--- src/rtl/rtc_hms_counter.sv ---
// Time-of-day counter in packed BCD, advanced by rising edges of a 1 Hz square wave
// detected in the clk domain; supports run/hold, validated load and event pulses.
module rtc_hms_counter #(
  parameter logic [7:0] RST_HH = 8'h00,
  parameter logic [7:0] RST_MM = 8'h00,
  parameter logic [7:0] RST_SS = 8'h00
) (
  input  logic       clk,
  input  logic       rst_n,
  input  logic       newclk,
  input  logic       run,
  input  logic       load,
  input  logic [7:0] load_hh,
  input  logic [7:0] load_mm,
  input  logic [7:0] load_ss,
  output logic [7:0] hh_bcd,
  output logic [7:0] mm_bcd,
  output logic [7:0] ss_bcd,
  output logic       sec_tick,
  output logic       day_wrap,
  output logic       load_err
);

  logic [3:0] s_lo_q, s_hi_q, m_lo_q, m_hi_q, h_lo_q, h_hi_q;
  logic [3:0] s_lo_d, s_hi_d, m_lo_d, m_hi_d, h_lo_d, h_hi_d;
  logic       nc_q;
  logic       sec_tick_q, day_wrap_q, load_err_q;
  logic       sec_tick_d, day_wrap_d, load_err_d;

  logic rise, adv, load_ok;
  logic c_s0, c_s1, c_m0, c_m1, at_23h;

  assign rise = newclk & ~nc_q;
  assign adv  = rise & run & ~load;

  assign load_ok = (load_ss[3:0] <= 4'd9) && (load_ss[7:4] <= 4'd5) &&
                   (load_mm[3:0] <= 4'd9) && (load_mm[7:4] <= 4'd5) &&
                   (load_hh[3:0] <= 4'd9) && (load_hh <= 8'h23);

  // Ripple carries evaluated in one cycle so 23:59:59 -> 00:00:00 is a single update.
  assign c_s0   = (s_lo_q == 4'd9);
  assign c_s1   = c_s0 && (s_hi_q == 4'd5);
  assign c_m0   = c_s1 && (m_lo_q == 4'd9);
  assign c_m1   = c_m0 && (m_hi_q == 4'd5);
  assign at_23h = (h_hi_q == 4'd2) && (h_lo_q == 4'd3);

  always_comb begin
    s_lo_d     = s_lo_q;
    s_hi_d     = s_hi_q;
    m_lo_d     = m_lo_q;
    m_hi_d     = m_hi_q;
    h_lo_d     = h_lo_q;
    h_hi_d     = h_hi_q;
    sec_tick_d = 1'b0;
    day_wrap_d = 1'b0;
    load_err_d = 1'b0;
    if (load) begin
      // A rise coinciding with a load is dropped, whether the load is accepted or not.
      if (load_ok) begin
        s_lo_d = load_ss[3:0];
        s_hi_d = load_ss[7:4];
        m_lo_d = load_mm[3:0];
        m_hi_d = load_mm[7:4];
        h_lo_d = load_hh[3:0];
        h_hi_d = load_hh[7:4];
      end else begin
        load_err_d = 1'b1;
      end
    end else if (adv) begin
      sec_tick_d = 1'b1;
      day_wrap_d = c_m1 && at_23h;
      s_lo_d = c_s0 ? 4'd0 : s_lo_q + 4'd1;
      if (c_s0) s_hi_d = (s_hi_q == 4'd5) ? 4'd0 : s_hi_q + 4'd1;
      if (c_s1) m_lo_d = (m_lo_q == 4'd9) ? 4'd0 : m_lo_q + 4'd1;
      if (c_m0) m_hi_d = (m_hi_q == 4'd5) ? 4'd0 : m_hi_q + 4'd1;
      if (c_m1) begin
        if (at_23h) begin
          h_lo_d = 4'd0;
          h_hi_d = 4'd0;
        end else if (h_lo_q == 4'd9) begin
          h_lo_d = 4'd0;
          h_hi_d = h_hi_q + 4'd1;
        end else begin
          h_lo_d = h_lo_q + 4'd1;
        end
      end
    end
  end

  always_ff @(posedge clk) begin
    if (!rst_n) begin
      s_lo_q     <= RST_SS[3:0];
      s_hi_q     <= RST_SS[7:4];
      m_lo_q     <= RST_MM[3:0];
      m_hi_q     <= RST_MM[7:4];
      h_lo_q     <= RST_HH[3:0];
      h_hi_q     <= RST_HH[7:4];
      nc_q       <= 1'b0;
      sec_tick_q <= 1'b0;
      day_wrap_q <= 1'b0;
      load_err_q <= 1'b0;
    end else begin
      s_lo_q     <= s_lo_d;
      s_hi_q     <= s_hi_d;
      m_lo_q     <= m_lo_d;
      m_hi_q     <= m_hi_d;
      h_lo_q     <= h_lo_d;
      h_hi_q     <= h_hi_d;
      nc_q       <= newclk;
      sec_tick_q <= sec_tick_d;
      day_wrap_q <= day_wrap_d;
      load_err_q <= load_err_d;
    end
  end

  assign ss_bcd   = {s_hi_q, s_lo_q};
  assign mm_bcd   = {m_hi_q, m_lo_q};
  assign hh_bcd   = {h_hi_q, h_lo_q};
  assign sec_tick = sec_tick_q;
  assign day_wrap = day_wrap_q;
  assign load_err = load_err_q;

endmodule

--- config.mk ---
export PLATFORM = sky130hd
export DESIGN_NAME = rtc_hms_counter
export DESIGN_NICKNAME = d
export VERILOG_FILES = /design/src/rtl/rtc_hms_counter.sv
export SDC_FILE = /design/constraint.sdc
export NUM_CORES = 1
export LEC_CHECK = 0
export CORE_MARGIN = 2
export CORE_UTILIZATION = 51
export DETAILED_ROUTE_END_ITERATION = 10
export PLACE_DENSITY = 0.85
export SKIP_CTS_REPAIR_TIMING = 1
export SYNTH_ARGS = -nofsm -noshare
export SYNTH_HDL_FRONTEND = slang
export SYNTH_SLANG_ARGS = --single-unit
--- constraint.sdc ---
create_clock -name clk -period 4.7 [get_ports clk]
set_clock_uncertainty 0.15 [all_clocks]
set_input_delay 1.41 -clock clk [delete_from_list [all_inputs] [get_ports clk]]
set_output_delay 1.41 -clock clk [all_outputs]
set_load 0.05 [all_outputs]
* Yosys cells after proc, flatten, opt, wreduce, memory -nomap -nowiden
Cells that the tools add are included.
Operators by class: add/sub/neg operators 6, multipliers 0, div/mod/pow operators 0, magnitude comparators 6, equality and inequality tests 8, shifts and indexed selects 0, multiplexer cells 33, bitwise gates (word level) 7, reductions and logical operators 25
Operator list (number):
- $mux 4 | 31
- $add 4x1->4 const B | 6
- $eq 4x4->1 const B | 3
- $le 4x4->1 const B | 3
- $reduce_and 3->1 | 4
- $logic_and 1x1->1 | 10
- $reduce_bool 2->1 | 5
- $eq 4x2->1 const B | 2
- $eq 4x3->1 const B | 2
- $le 4x3->1 const B | 2
- $le 8x6->1 const B | 1
- $not 1->1 | 4
- $reduce_and 2->1 | 2
- $reduce_and 4->1 | 1
- $and 1x1->1 | 3
- $reduce_bool 3->1 | 1
- $reduce_or 3->1 | 1
- $mux 1 | 2
- $ne 2x1->1 const B | 1
- $reduce_or 2->1 | 1
Storage, ports and cells: register bits after elaboration 28, bits in latches 0, memory bits (writable) 0, memory bits (read-only) 0, bits of input ports 29, output and inout port bits 27, logic and storage cells 95, memories kept 0

* Logic depth before layout (Yosys ltp)
Gate-level depths: netlist of the first run.
depth in word-level cells 8, gate-level depth with buffers 8

* Worst setup path before layout of the first run
Ideal clock, no wire load.
kind input to register, from input port load_hh[6], to register h_lo_q[1], setup time 0.132 ns, data arrival time 2.574 ns, data required time 4.418 ns, slack 1.844 ns, stages on the path 7, buffers on the path 2, cell sequence nor4_2 > and4_1 > buf_4 > a21oi_2 > buf_6 > a2111oi_4 > nor3_1
On the way: longest elaborated chain between the ends 4
Ends and longest elaborated chain:
- start, declared | line 13 | input logic [7:0] load_hh,
- $le 8x6->1 | line 38 | (load_hh[3:0] <= 4'd9) && (load_hh <= 8'h23);
- $logic_and 1x1->1 | line 38
- $ne 2x1->1 (no source line)
- $reduce_and 3->1 (no source line)
- end signal, assigned | line 96 | h_lo_q <= RST_HH[3:0];
- end signal, assigned | line 107 | h_lo_q <= h_lo_d;
- end, declared | line 24 | logic [3:0] s_lo_q, s_hi_q, m_lo_q, m_hi_q, h_lo_q, h_hi_q;
Every way passes these cells. A chain may end at the register's enable or synchronous reset.

* Final worst setup path of the first run
from input port load_hh[6], to register h_hi_q[2]
On the way: longest elaborated chain between the ends 4, elaborated cells on any way between the ends 6
Ends and longest elaborated chain:
- $le 8x6->1 | line 38
- $logic_and 1x1->1 | line 38
- $ne 2x1->1 (no source line)
- $reduce_and 4->1 (no source line)
- end signal, assigned | line 97 | h_hi_q <= RST_HH[7:4];
- end signal, assigned | line 108 | h_hi_q <= h_hi_d;
- end, declared | line 24
Parallel ways exist; a longest one is shown, timed or not. The select of a mux whose other input is x is not followed.

==> impl.org, run 1 <==
** Critical path
- Setup slack, reg-to-reg :: around 2.7 ns
- The worst setup path is launched from an input pin.
- STA classifies the critical path endpoint as a flop.
- Data arrival, critical path :: between 3 and 4 ns
- R2R Path Start :: h_hi_q[0]
- On the critical path, the stage with the largest delay is an instance of clkdlybuf4s50_1.
- The critical path is of the in2reg type.
- Depth of the worst register-to-register path :: 7
- Together, buffers and inverters on the worst path number 1.
- Family with the most delay on the worst path :: compound AO/OA/AOI/OAI gates
- RR Endpoint :: h_hi_q[2]
- At the worst endpoint, the required time is between 4 and 5 ns.
- Of all nets on the critical path, the largest fanout is 11.
- Critical path cell sequence :: clkdlybuf4s50_1, nor4_2, and4_1, a21oi_2, o311a_1, a31o_1
- Worst path max stage delay :: 0.44 ns

** Yosys
- Area fraction of the dominant cell type after synthesis :: between 20% and 30%
- Main area contributors after synthesis :: dfxtp_1 29%, a21oi_1 5.2%, nand2_1 5.1%
- Each instance of the synthesized netlist takes up on average 8.350 um2.
- Yosys printed 0 warnings.
- In the synthesized netlist the dominant register cell turns out to be dfxtp_1.
- Mapped Nets :: ~260
- The mapped netlist covers about 1900 um2.
- The most common cell in the synthesized netlist is dfxtp_1.
- Synthesized flop and latch total :: 28
- Synth top cells by count :: 28 x dfxtp_1, 26 x nand2_1, 20 x a21oi_1, 17 x nor2_1, 13 x o21ai_0
- After synthesis, the share of flip-flops with an asynchronous set or reset is 0%.
- In this run, synthesis inferred 0 flip-flops with an integrated enable.
- Cells after synthesis :: between 200 and 250
- Yosys mapped the design onto 59 distinct sky130hd cell types.
- Proportion of synthesized chip area in sequential cells :: around 29%
- dfxtp_1 takes more of the synthesized area than any other cell.

** Clock tree
- Skew-Pair Late Insertion Delay :: 0.28 ns
- Largest buffer count on any clock path :: 2
- Total clock buffers created by CTS :: 3
- Clock net sink count :: 28
- Clock Tree Root :: clkbuf_8
- CTS tree :: built
- Clock-pin slew was measured on the worst setup and hold paths at 0.10 ns.
- CTS H-tree lvls :: 1

** Global routing
- Busiest grt layer :: met2
- Number of global-route vias before repair :: 1618
- GR met1 Demand/Resource :: 31.34%
- For met3 alone, demand over resource in global routing was under 10%.
- For this run the aggregate overflow at the end of global routing stands at 0.
- Across every metal layer, demand over resource in global routing totals 22.29%.
- The first global-routing pass estimated ~7.7 mm of wire.
- Entering global routing, the biggest net connects 33 pins.
- Initial antenna violation count :: 0
- Met2 global-route usage :: a little over a third

** Final layout
- Share of cells above drive strength 1 :: about an eighth
- The area growth from synthesis to layout is 30.03%.
- Fin nets :: ~310
- The repair_antennas step left the layout with diodes totalling 0.
- Number of standard cells in the final layout excluding fillers :: 322

** Hold path
- Startpoint of the lowest-slack hold path :: s_hi_q[3]
- For hold timing, the worst endpoint is s_hi_q[3].
- The worst hold path belongs to the class reg2reg.
- The worst hold path was traced through 2 stages.

** Run status
- Run status :: complete, no violations

** Place
- Quantity of I/O buffers inserted on ports :: 55
- DP Wirelength :: roughly 3.4 mm
- At the end of routability-driven placement, the weighted congestion stood at between 0.8 and 0.9.
- The number of placed instances, taps included, is between 300 and 400.

** Drt
- Wire per inst :: 14.48 um
- Detail-routed via count per cell :: between 5 and 6
- Starting DRC count in detailed routing :: around 120
- The final layout contains routed wiring with a total length of approximately 4.7 mm.
- First-pass iteration count of the detailed router :: 4
- ANT nets after route :: 0
- Total DRC errors in the routed layout :: 0
- Via count :: ~1900

** STA
- Worst rel slew slack :: approximately 55%
- The clock period could shrink to 3.331 ns.
- Final hold violations :: 0
- Crit share post-route :: 70.88%
- Timing would allow up to between 300 and 400 MHz.
- The final-report max-slew violation count is 0.
- For the pin with the worst max-slew slack, the measured transition is a little under 0.7 ns.
- Setup repair after global routing left no endpoint under its margin.
- In the final timing run, aggregate negative setup slack is 0 ns.
- Count of final setup violators :: 0

** Floorplanning
- The floorplan has 22 rows.
- Die area :: ~4300 um2
- Once the floorplan was initialized, standard cells occupied between 50% and 60% of the core.
- Horizontal die dimension :: about 65 um
- Boundary pin count :: 56
- The die is between 60 and 70 um tall.
- Core area :: approximately 3600 um2

** Power
- Leakage power :: 0.8634 nW
- Cell area power density :: 190.0 nW/um2
- Across the VDD grid, the largest voltage drop is around 140 uV.

** Run
- Max capacitance violation total :: 0
[cell usage in the layout (no fill, tap or decap), types with 6 or more instances in the layout]
cell type         n
clkdlybuf4s50_1  54
dfxtp_1          28
nand2_1          26
a21oi_1          20
nor2_1           17
o21ai_0          13
o31ai_1           7
nand3_1           7
o221a_2           7
nor2b_1           6
[cells by family after synthesis]
kind of cell	Yosys count	share of synthesized area [%]
simple gates	91	27.04
compound gates	77	31.01
flops	28	29.19
buf+inv	21	5.407
mux	6	3.387
fa+ha+maj	4	2.606
xor+xnor	3	1.368
[state kept, by name, summed over array words and instances (netlist names)]
signal and cells:
m_hi_q 4, day_wrap 1, sec_tick 1, h_hi_q 4, s_hi_q 4, m_lo_q 4
s_lo_q 4, load_err 1, h_lo_q 4, nc_q 1
[worst min-delay path: cells and delay by family, from the launching register on]
family          cells  cell delay (ns)
flops               1             0.34
compound gates      2             0.14
[metrics by stage]
| step | setup slack (ns) | util (%) | power (mW) | area [um2] | hold slack, ns |
|---|---|---|---|---|---|
| after floorplan | 1.844 | - | 0.3043 | 1921 | 0.5240 |
| after global routing | 1.250 | 68.73 | 0.4924 | 2497 | 0.3977 |
| after global placement | 1.110 | 67.60 | 0.3431 | 2456 | 0.3374 |
| after detailed placement | 1.082 | 67.60 | 0.3437 | 2456 | 0.3596 |
| final | 1.369 | 68.73 | 0.4745 | 2497 | 0.3736 |
| after CTS | 1.381 | 68.73 | 0.4757 | 2497 | 0.3739 |
[area by class of cell]
| class | count | area [um2] |
|---|---|---|
| multi-input cells | 181 | 1256 |
| fillers | 311 | 1136 |
| flip-flops and latches | 28 | 560.5 |
| repair buffers | 57 | 560.5 |
| well taps | 48 | 60.06 |
| clock buffers | 3 | 41.29 |
| inverters | 5 | 18.77 |
[worst max-delay path by stage]
| stage | cells after the start | from | slack, ns | to |
|---|---|---|---|---|
| floorplan | 7 | load_hh[6] | 1.84 | h_lo_q[1] |
| global placement | 6 | load_hh[6] | 1.11 | h_hi_q[2] |
| detailed placement | 6 | load_hh[6] | 1.08 | h_hi_q[2] |
| CTS | 6 | load_hh[6] | 1.38 | h_hi_q[2] |
| global route | 6 | load_hh[6] | 1.25 | h_hi_q[1] |
| finish | 6 | load_hh[6] | 1.37 | h_hi_q[2] |
[report_power, final]
group          total (mW)  switching, mW  internal (mW)
clock network       0.136         0.0780         0.0578
registers           0.245        0.00426          0.241
logic              0.0937         0.0504         0.0433
total               0.474          0.133          0.342
[layer usage]
metal / wire length [um] / share of wire [%]
met5: 0 / 0
met4: 42 / 0.90
met3: 191 / 4.1
met2: 2207 / 47
met1: 2222 / 48
Note: power is estimated with default switching activity, not from simulation.
==> run 2: changes to the inputs <==
--- a/config.mk
+++ b/config.mk
@@ -6,9 +6,9 @@
 export NUM_CORES = 1
 export LEC_CHECK = 0
 export CORE_MARGIN = 2
-export CORE_UTILIZATION = 51
+export CORE_UTILIZATION = 48
 export DETAILED_ROUTE_END_ITERATION = 10
-export PLACE_DENSITY = 0.85
+export PLACE_DENSITY = 0.81
 export SKIP_CTS_REPAIR_TIMING = 1
 export SYNTH_ARGS = -nofsm -noshare
 export SYNTH_HDL_FRONTEND = slang
==> constraint.sdc (replaced) <==
create_clock -name clk -period 3.3 [get_ports clk]
set_clock_uncertainty 0.15 [all_clocks]
set_input_delay 0.99 -clock clk [delete_from_list [all_inputs] [get_ports clk]]
set_output_delay 0.99 -clock clk [all_outputs]
set_load 0.05 [all_outputs]
==> run 2 against run 1 <==
- setup slack lost 0.93 ns
- die area grew 5.9%
- wire length grew 8.2%
- cell area grew 2.1%
- non-clock buffer count grew 3
- hold slack lost 0.016 ns
- count of clock-buffer cells in the layout is the same
- core utilization shrank 0.62 points
==> impl.org, run 2 (same netlist as run 1, synthesis figures left out) <==
** Floorplanning
- Horizontal die dimension :: 67.26 um (was 65.37 um)
- Initial Utilization :: 51.30% (was 52.86%)
- Total number of placement rows :: 22 (unchanged)
- Die area :: 4523 um2 (was 4273 um2)
- The number of I/O pins was 56 (unchanged).
- Chip height :: 67.26 um (was 65.37 um)
- Core area :: 3744 um2 (was 3633 um2)

** Final layout
- Leading cell types in the layout, fill and taps excluded: 54 x clkdlybuf4s50_1, 28 x dfxtp_1, 26 x nand2_1 (unchanged).
- The area growth from synthesis to final layout was 32.77% (was 30.03%).
- The ratio of cells with drive above 1 in the final layout was 13.67% (was 12.41%).
- Most frequent standard cell in the layout excluding fill and tap cells :: clkdlybuf4s50_1 (unchanged)
- The number of antenna repair diodes was 0 (unchanged).
- The flip-flop and latch area came to 560.5 um2 (unchanged).
- The net total in the final layout is 312 (was 309).
- The share of the core filled with cells in the final layout was 68.12% (was 68.73%).
- Multi-input gate area in the final layout :: 1256 um2 (unchanged)
- Number of inserted filler cells in the final layout :: 319 (was 311)

** Drt
- The total wirelength of the detailed-routed design came to 5.046 mm (was 4.664 mm).
- The average wire per standard cell was 15.48 um (was 14.48 um).
- The first-pass iteration count of the detailed router was 5 (was 4).
- The DRC violation count after routing came to 0 (unchanged).
- The total via count after detailed routing came to 1932 (was 1867).
- The number of nets with antenna violations after routing is 0 (unchanged).
- The mean number of vias per cell came to 5.926 (was 5.798).
- The DRC violation total after the first TritonRoute iteration is 175 (was 119).

** Clock tree
- Clock transition at path regs :: 0.10 ns (about the same)
- The number of clock sinks seen by CTS came to 28 (unchanged).
- The number of buffers on the longest clock path came to 2 (unchanged).
- Total clock buffers created by CTS :: 3 (unchanged)
- Skew-Pair Late Insertion Delay :: 0.28 ns (about the same)
- Clock Tree Root :: clkbuf_8 (unchanged)
- CTS H-tree lvls :: 1 (unchanged)
- The TritonCTS clock tree is built (unchanged).

** Critical path
- Required time of the critical path :: 3.34 ns (was 4.74 ns)
- Worst path max stage delay :: 0.57 ns (was 0.44 ns)
- R2R Path Start :: h_hi_q[0] (unchanged)
- Crit path max fanout :: 11 (unchanged)
- Launching instance or port of the critical path :: load_mm[1] (was load_hh[6])
- Family with the most delay on the worst path :: compound AO/OA/AOI/OAI gates (unchanged)
- The worst endpoint data arrival time is 2.89 ns (was 3.37 ns).
- Start-to-end type of the worst setup path :: in2reg (unchanged)
- The reg2reg setup slack came to 1.17 ns (was 2.68 ns).
- Critical path cell sequence :: clkdlybuf4s50_1, o21ai_0, and4_1, a21oi_2, nor2_1, o221a_2 (was clkdlybuf4s50_1, nor4_2, and4_1, a21oi_2, o311a_1, a31o_1)
- Slowest cell on the critical path :: a21oi_2 (was clkdlybuf4s50_1)
- Worst Setup Start Kind :: input pin (unchanged)
- The worst path buffer plus inverter count is 1 (unchanged).
- Setup crit end kind :: flop (unchanged)

** Power
- Final Power :: 765.4 uW (was 474.5 uW)
- The worst supply voltage drop on vdd came to 262.2 uV (was 143.9 uV).
- The ratio of total power to cell area came to 300.2 nW/um2 (was 190.0 nW/um2).
- The leakage power summed over all cells was 0.8930 nW (was 0.8634 nW).

** STA
- The total count of hold-check failures in the final report is 0 (unchanged).
- Hold Worst Slack :: 0.3574 ns (was 0.3736 ns)
- Worst Max-Slew Pin Slew :: 0.7042 ns (was 0.6738 ns)
- The post-route setup TNS was 0 ns (unchanged).
- The final setup violation count is 0 (unchanged).
- The headroom to the max-slew limit is 53.05% (was 55.08%).
- Crit share post-route :: about 87%
- Fmax :: 349.7 MHz
- RSZ-0062 raised after global routing: no (unchanged).
- The final-report max-slew violation count was 0 (unchanged).
- Final worst path period need :: 2.859 ns

** Hold path
- The path class of the lowest-slack min-delay path was reg2reg (unchanged).
- Startpoint of the lowest-slack hold path :: s_hi_q[3] (unchanged)

** Place
- DP Wirelength :: 3.600 mm (was 3.417 mm)
- The count of buffers inserted at the top-level ports was 55 (unchanged).
- The final RePlAce weighted congestion is 0.8748 (was 0.8507).

** Global routing
- Pin count of the biggest net entering global routing :: 29 (was 33)
- The global-route wire length before repair came to 8.500 mm (was 7.665 mm).
- Initial antenna violation count :: 0 (unchanged)
- The overall routing resource usage was 24.09% (was 22.29%).
- Number of global-route vias before repair :: 1823 (was 1618)
- GR Overflow Total :: 0 (unchanged)

** Run
- Max capacitance violation total :: 0 (unchanged)

** Run status
- Run status :: complete, no violations (unchanged)
==> run 2: changes by cell type in the layout (fill, tap and decap cells not counted) <==
cell       before  now
buf_4           2    5
bufinv_16       0    1
==> run 2: cell type report <==
| cell class | count | area share (%) |
|---|---|---|
| flip-flops and latches | 28 | 21.98 |
| clock buffers | 3 | 1.619 |
| clock inverters | 1 | 1.178 |
| repair buffers | 60 | 22.87 |
| well taps | 48 | 2.355 |
| inverters | 5 | 0.7360 |
| multi-input cells | 181 | 49.26 |
==> run 2: layer usage <==
metal	up-vias	wire length, um	GRT usage, %	share of wire, %
met5	-	0	0	0
met4	0	48	4.592	0.95
met3	6	310	4.333	6.1
met2	76	2498	41.09	50
met1	895	2188	31.94	43
li1	955	-	-	-
==> run 2: worst register-to-register path, cell delays in order, from the launching register on <==
cell and delay (ns):
dfxtp_1 0.36, inv_1 0.09, ha_1 0.16, nor4b_1 0.37, and2_1 0.34, a211oi_1 0.08, o311a_1 0.30, a31o_1 0.18
==> run 2: path summary, 6_finish.rpt <==
path                             endpoint  depth (start not counted)
worst max-delay path            s_lo_q[3]                          6
worst min-delay path            s_hi_q[3]                          2
worst max register to register  h_hi_q[2]                          7
worst min register to register  s_hi_q[3]                          2
==> run 2: power by group <==
group | leakage [nW] | internal, mW | switching, mW
clock network | 0.0357 | 0.163 | 0.116
registers | 0.227 | 0.343 | 0.00617
logic | 0.631 | 0.0638 | 0.0741
==> run 2: metrics by stage <==
stage | cells | cell area (um2) | setup WS (ns)
final | 326 | 2550 | 0.4408
after global routing | 326 | 2550 | 0.3250
after CTS | 326 | 2550 | 0.4416
after detailed placement | 322 | 2479 | 0.1861
after global placement | 322 | 2479 | 0.2078
after floorplan | 230 | 1921 | 0.8641
==> run 3: changes to the inputs <==
--- a/config.mk
+++ b/config.mk
@@ -5,8 +5,9 @@
 export SDC_FILE = /design/constraint.sdc
 export NUM_CORES = 1
 export LEC_CHECK = 0
-export CORE_MARGIN = 2
+export CORE_MARGIN = 8
 export CORE_UTILIZATION = 48
+export CTS_BUF_LIST = sky130_fd_sc_hd__clkbuf_16
 export DETAILED_ROUTE_END_ITERATION = 10
 export PLACE_DENSITY = 0.81
 export SKIP_CTS_REPAIR_TIMING = 1
==> run 3 against run 2 <==
- register-to-register slack better by 0.08 ns
- flip-flop and latch count unchanged
- hold slack hardly changed
- maximum frequency is 0.71% higher
- via count is 2.2% lower
- critical path type unchanged
- critical endpoint is now s_lo_q[2]
- largest cell class unchanged
- largest power group unchanged
==> impl.org, run 3 (same netlist as run 1, synthesis figures left out) <==
** Floorplanning
- Core area :: 3914 um2 (was 3744 um2)
- Chip height :: 79.26 um (was 67.26 um)
- Initial Utilization :: 49.07% (was 51.30%)
- Die area :: 6281 um2 (was 4523 um2)
- Horizontal die dimension :: 79.26 um (was 67.26 um)
- Boundary pin count :: 56 (unchanged)
- Total number of placement rows :: 23 (was 22)

** Clock tree
- The number of buffers on the longest clock path came to 2 (unchanged).
- The deepest level of the CTS H-tree was 1 (unchanged).
- Skew-Pair Late Insertion Delay :: 0.26 ns (was 0.28 ns)
- The number of clock sinks seen by CTS was 28 (unchanged).
- The TritonCTS buffer count came to 3 (unchanged).
- Clock Tree Root :: clkbuf_16 (was clkbuf_8)
- The TritonCTS clock tree was built (unchanged).
- The clock-pin slew on the worst setup and hold paths was 0.07 ns (was 0.10 ns).

** Final layout
- The number of antenna repair diodes is 0 (unchanged).
- The ratio of cells with drive above 1 in the final layout was 13.62% (was 13.67%).
- Synthesis-to-finish area growth :: 33.68% (was 32.77%)
- The net total in the final layout was 313 (was 312).
- The final instance count without filler cells came to 329 (was 326).
- The post-route cell area came to 2567 um2 (was 2550 um2).
- The final-layout fill cell count is 348 (was 319).
- The most frequent standard cell in the layout excluding fill and tap cells was clkdlybuf4s50_1 (unchanged).
- Leading cell types in the layout, fill and taps excluded :: 54 x clkdlybuf4s50_1, 28 x dfxtp_1, 26 x nand2_1 (unchanged)

** Place
- Final estimated routing congestion in global placement :: 0.8841 (was 0.8748)
- The placed instance area came to 2489 um2 (was 2479 um2).
- The half-perimeter wire length after detailed placement is 3.894 mm (was 3.600 mm).
- Quantity of I/O buffers inserted on ports :: 55 (unchanged)
- Placed instance count :: 325 (was 322)

** Drt
- The DRC violation total after the first TritonRoute iteration came to 114 (was 175).
- ANT nets after route :: 0 (unchanged)
- The total via count after detailed routing is 1890 (was 1932).
- Post-Route WL :: 5.245 mm (was 5.046 mm)
- Total DRC errors in the routed layout :: 0 (unchanged)
- First-pass iteration count of the detailed router :: 4 (was 5)
- The average wire per standard cell was 15.94 um (was 15.48 um).
- Detail-routed via count per cell :: 5.745 (was 5.926)

** STA
- Count of final setup violators :: 0 (unchanged)
- Number of max-slew violations in the final report :: 0 (unchanged)
- Worst rel slew slack :: 57.29% (was 53.05%)
- Final hold violations :: 0 (unchanged)
- RSZ-0062 raised after global routing :: no (unchanged)
- Crit share post-route :: 86.03% (was 86.64%)
- The post-route setup TNS is 0 ns (unchanged).
- The peak clock frequency supported by timing is 352.2 MHz (was 349.7 MHz).
- The minimum period implied by the final worst setup slack is 2.839 ns (was 2.859 ns).
- The transition time at the pin with the least slew margin was 0.6406 ns (was 0.7042 ns).

** Power
- The ratio of total power to cell area came to 298.9 nW/um2 (was 300.2 nW/um2).
- The worst supply voltage drop on vdd came to 199.5 uV (was 262.2 uV).
- The overall power of the completed layout was 767.3 uW (was 765.4 uW).
- The leakage power summed over all cells came to 0.9001 nW (was 0.8930 nW).

** Critical path
- The worst endpoint data arrival time was 2.88 ns (was 2.89 ns).
- Crit path max fanout :: 8 (was 11)
- Worst path depth :: 7 (was 6)
- The startpoint type of the worst setup path is an input pin (unchanged).
- Family with the most delay on the worst path :: compound AO/OA/AOI/OAI gates (unchanged)
- Among the stages of the critical path, the cell type that occurs most often is o21ai_0.
- Critical path cell sequence: clkdlybuf4s50_1, o21ai_0, and4_1, a21oi_2, buf_4, o21ai_0, a21oi_1 (was clkdlybuf4s50_1, o21ai_0, and4_1, a21oi_2, nor2_1, o221a_2).
- Start-to-end type of the worst setup path :: in2reg (unchanged)
- Slowest cell on the critical path :: a21oi_2 (unchanged)
- Setup crit end kind :: flop (unchanged)
- The number of cells traversed by the worst register-to-register path came to 7 (unchanged).
- The peak per-stage delay on the critical path is 0.52 ns (was 0.57 ns).
- The worst path buffer plus inverter count came to 2 (was 1).
- Required time of the critical path :: 3.34 ns (about the same)

** Run status
- Run status: complete, no violations (unchanged).

** Hold path
- The path class of the lowest-slack min-delay path is reg2reg (unchanged).
- The cell depth of the worst hold path was 2 (unchanged).

** Run
- The count of max-cap constraint violations is 0 (unchanged).

** Global routing
- The number of global-route vias before repair was 1852 (was 1823).
- The pin count of the biggest net entering global routing is 32 (was 29).
- The number of antenna violations at the first check in global routing was 0 (unchanged).
- The remaining global-route overflow came to 0 (unchanged).
- The global-route wire length before repair came to 8.907 mm (was 8.500 mm).
- The overall routing resource usage is 17.06% (was 24.09%).
## run 3: worst paths after layout
kind | startpoint | end | slack [ns]
min | s_hi_q[3] | s_hi_q[3] | 0.36
max | load_mm[3] | s_lo_q[2] | 0.46
min reg2reg | s_hi_q[3] | s_hi_q[3] | 0.36
max reg2reg | h_hi_q[0] | h_hi_q[2] | 1.25
## run 3: area by class of cell
| cell class | count | area [um2] | share of cell area (%) |
|---|---|---|---|
| flip-flops and latches | 28 | 560.5 | 21.83 |
| well taps | 50 | 62.56 | 2.437 |
| inverters | 5 | 18.77 | 0.7310 |
| clock buffers | 3 | 75.07 | 2.924 |
| multi-input cells | 181 | 1256 | 48.93 |
| repair buffers | 61 | 590.6 | 23.00 |
| clock inverters | 1 | 3.754 | 0.1462 |
## run 3: through the flow
step                      hold slack, ns  setup slack [ns]  utilization, %
final                             0.3570            0.4609           65.60
after global routing              0.4199            0.3575           65.60
after CTS                         0.3583            0.4710           65.60
after detailed placement          0.3436            0.2000           63.59
after global placement            0.3415            0.2014           63.59
after floorplan                   0.5240            0.8641               -
## run 3: routing by layer
metal	GRT usage (%)	up-vias	wire [um]
met5	0	-	0
met4	4.259	0	40
met3	3.499	5	380
met2	28.84	68	2500
met1	21.47	859	2324
li1	-	958	-
## run 3: tightest hold or removal path, stage by stage, from the launching register on
cell	delay [ns]
dfxtp_1	0.33
o21ai_0	0.07
a21oi_1	0.06
## run 3: power by group
group | internal (mW) | switching (mW) | leakage, nW
registers | 0.343 | 0.00638 | 0.227
logic | 0.0641 | 0.0737 | 0.635
clock network | 0.163 | 0.118 | 0.0385
total | 0.570 | 0.198 | 0.900
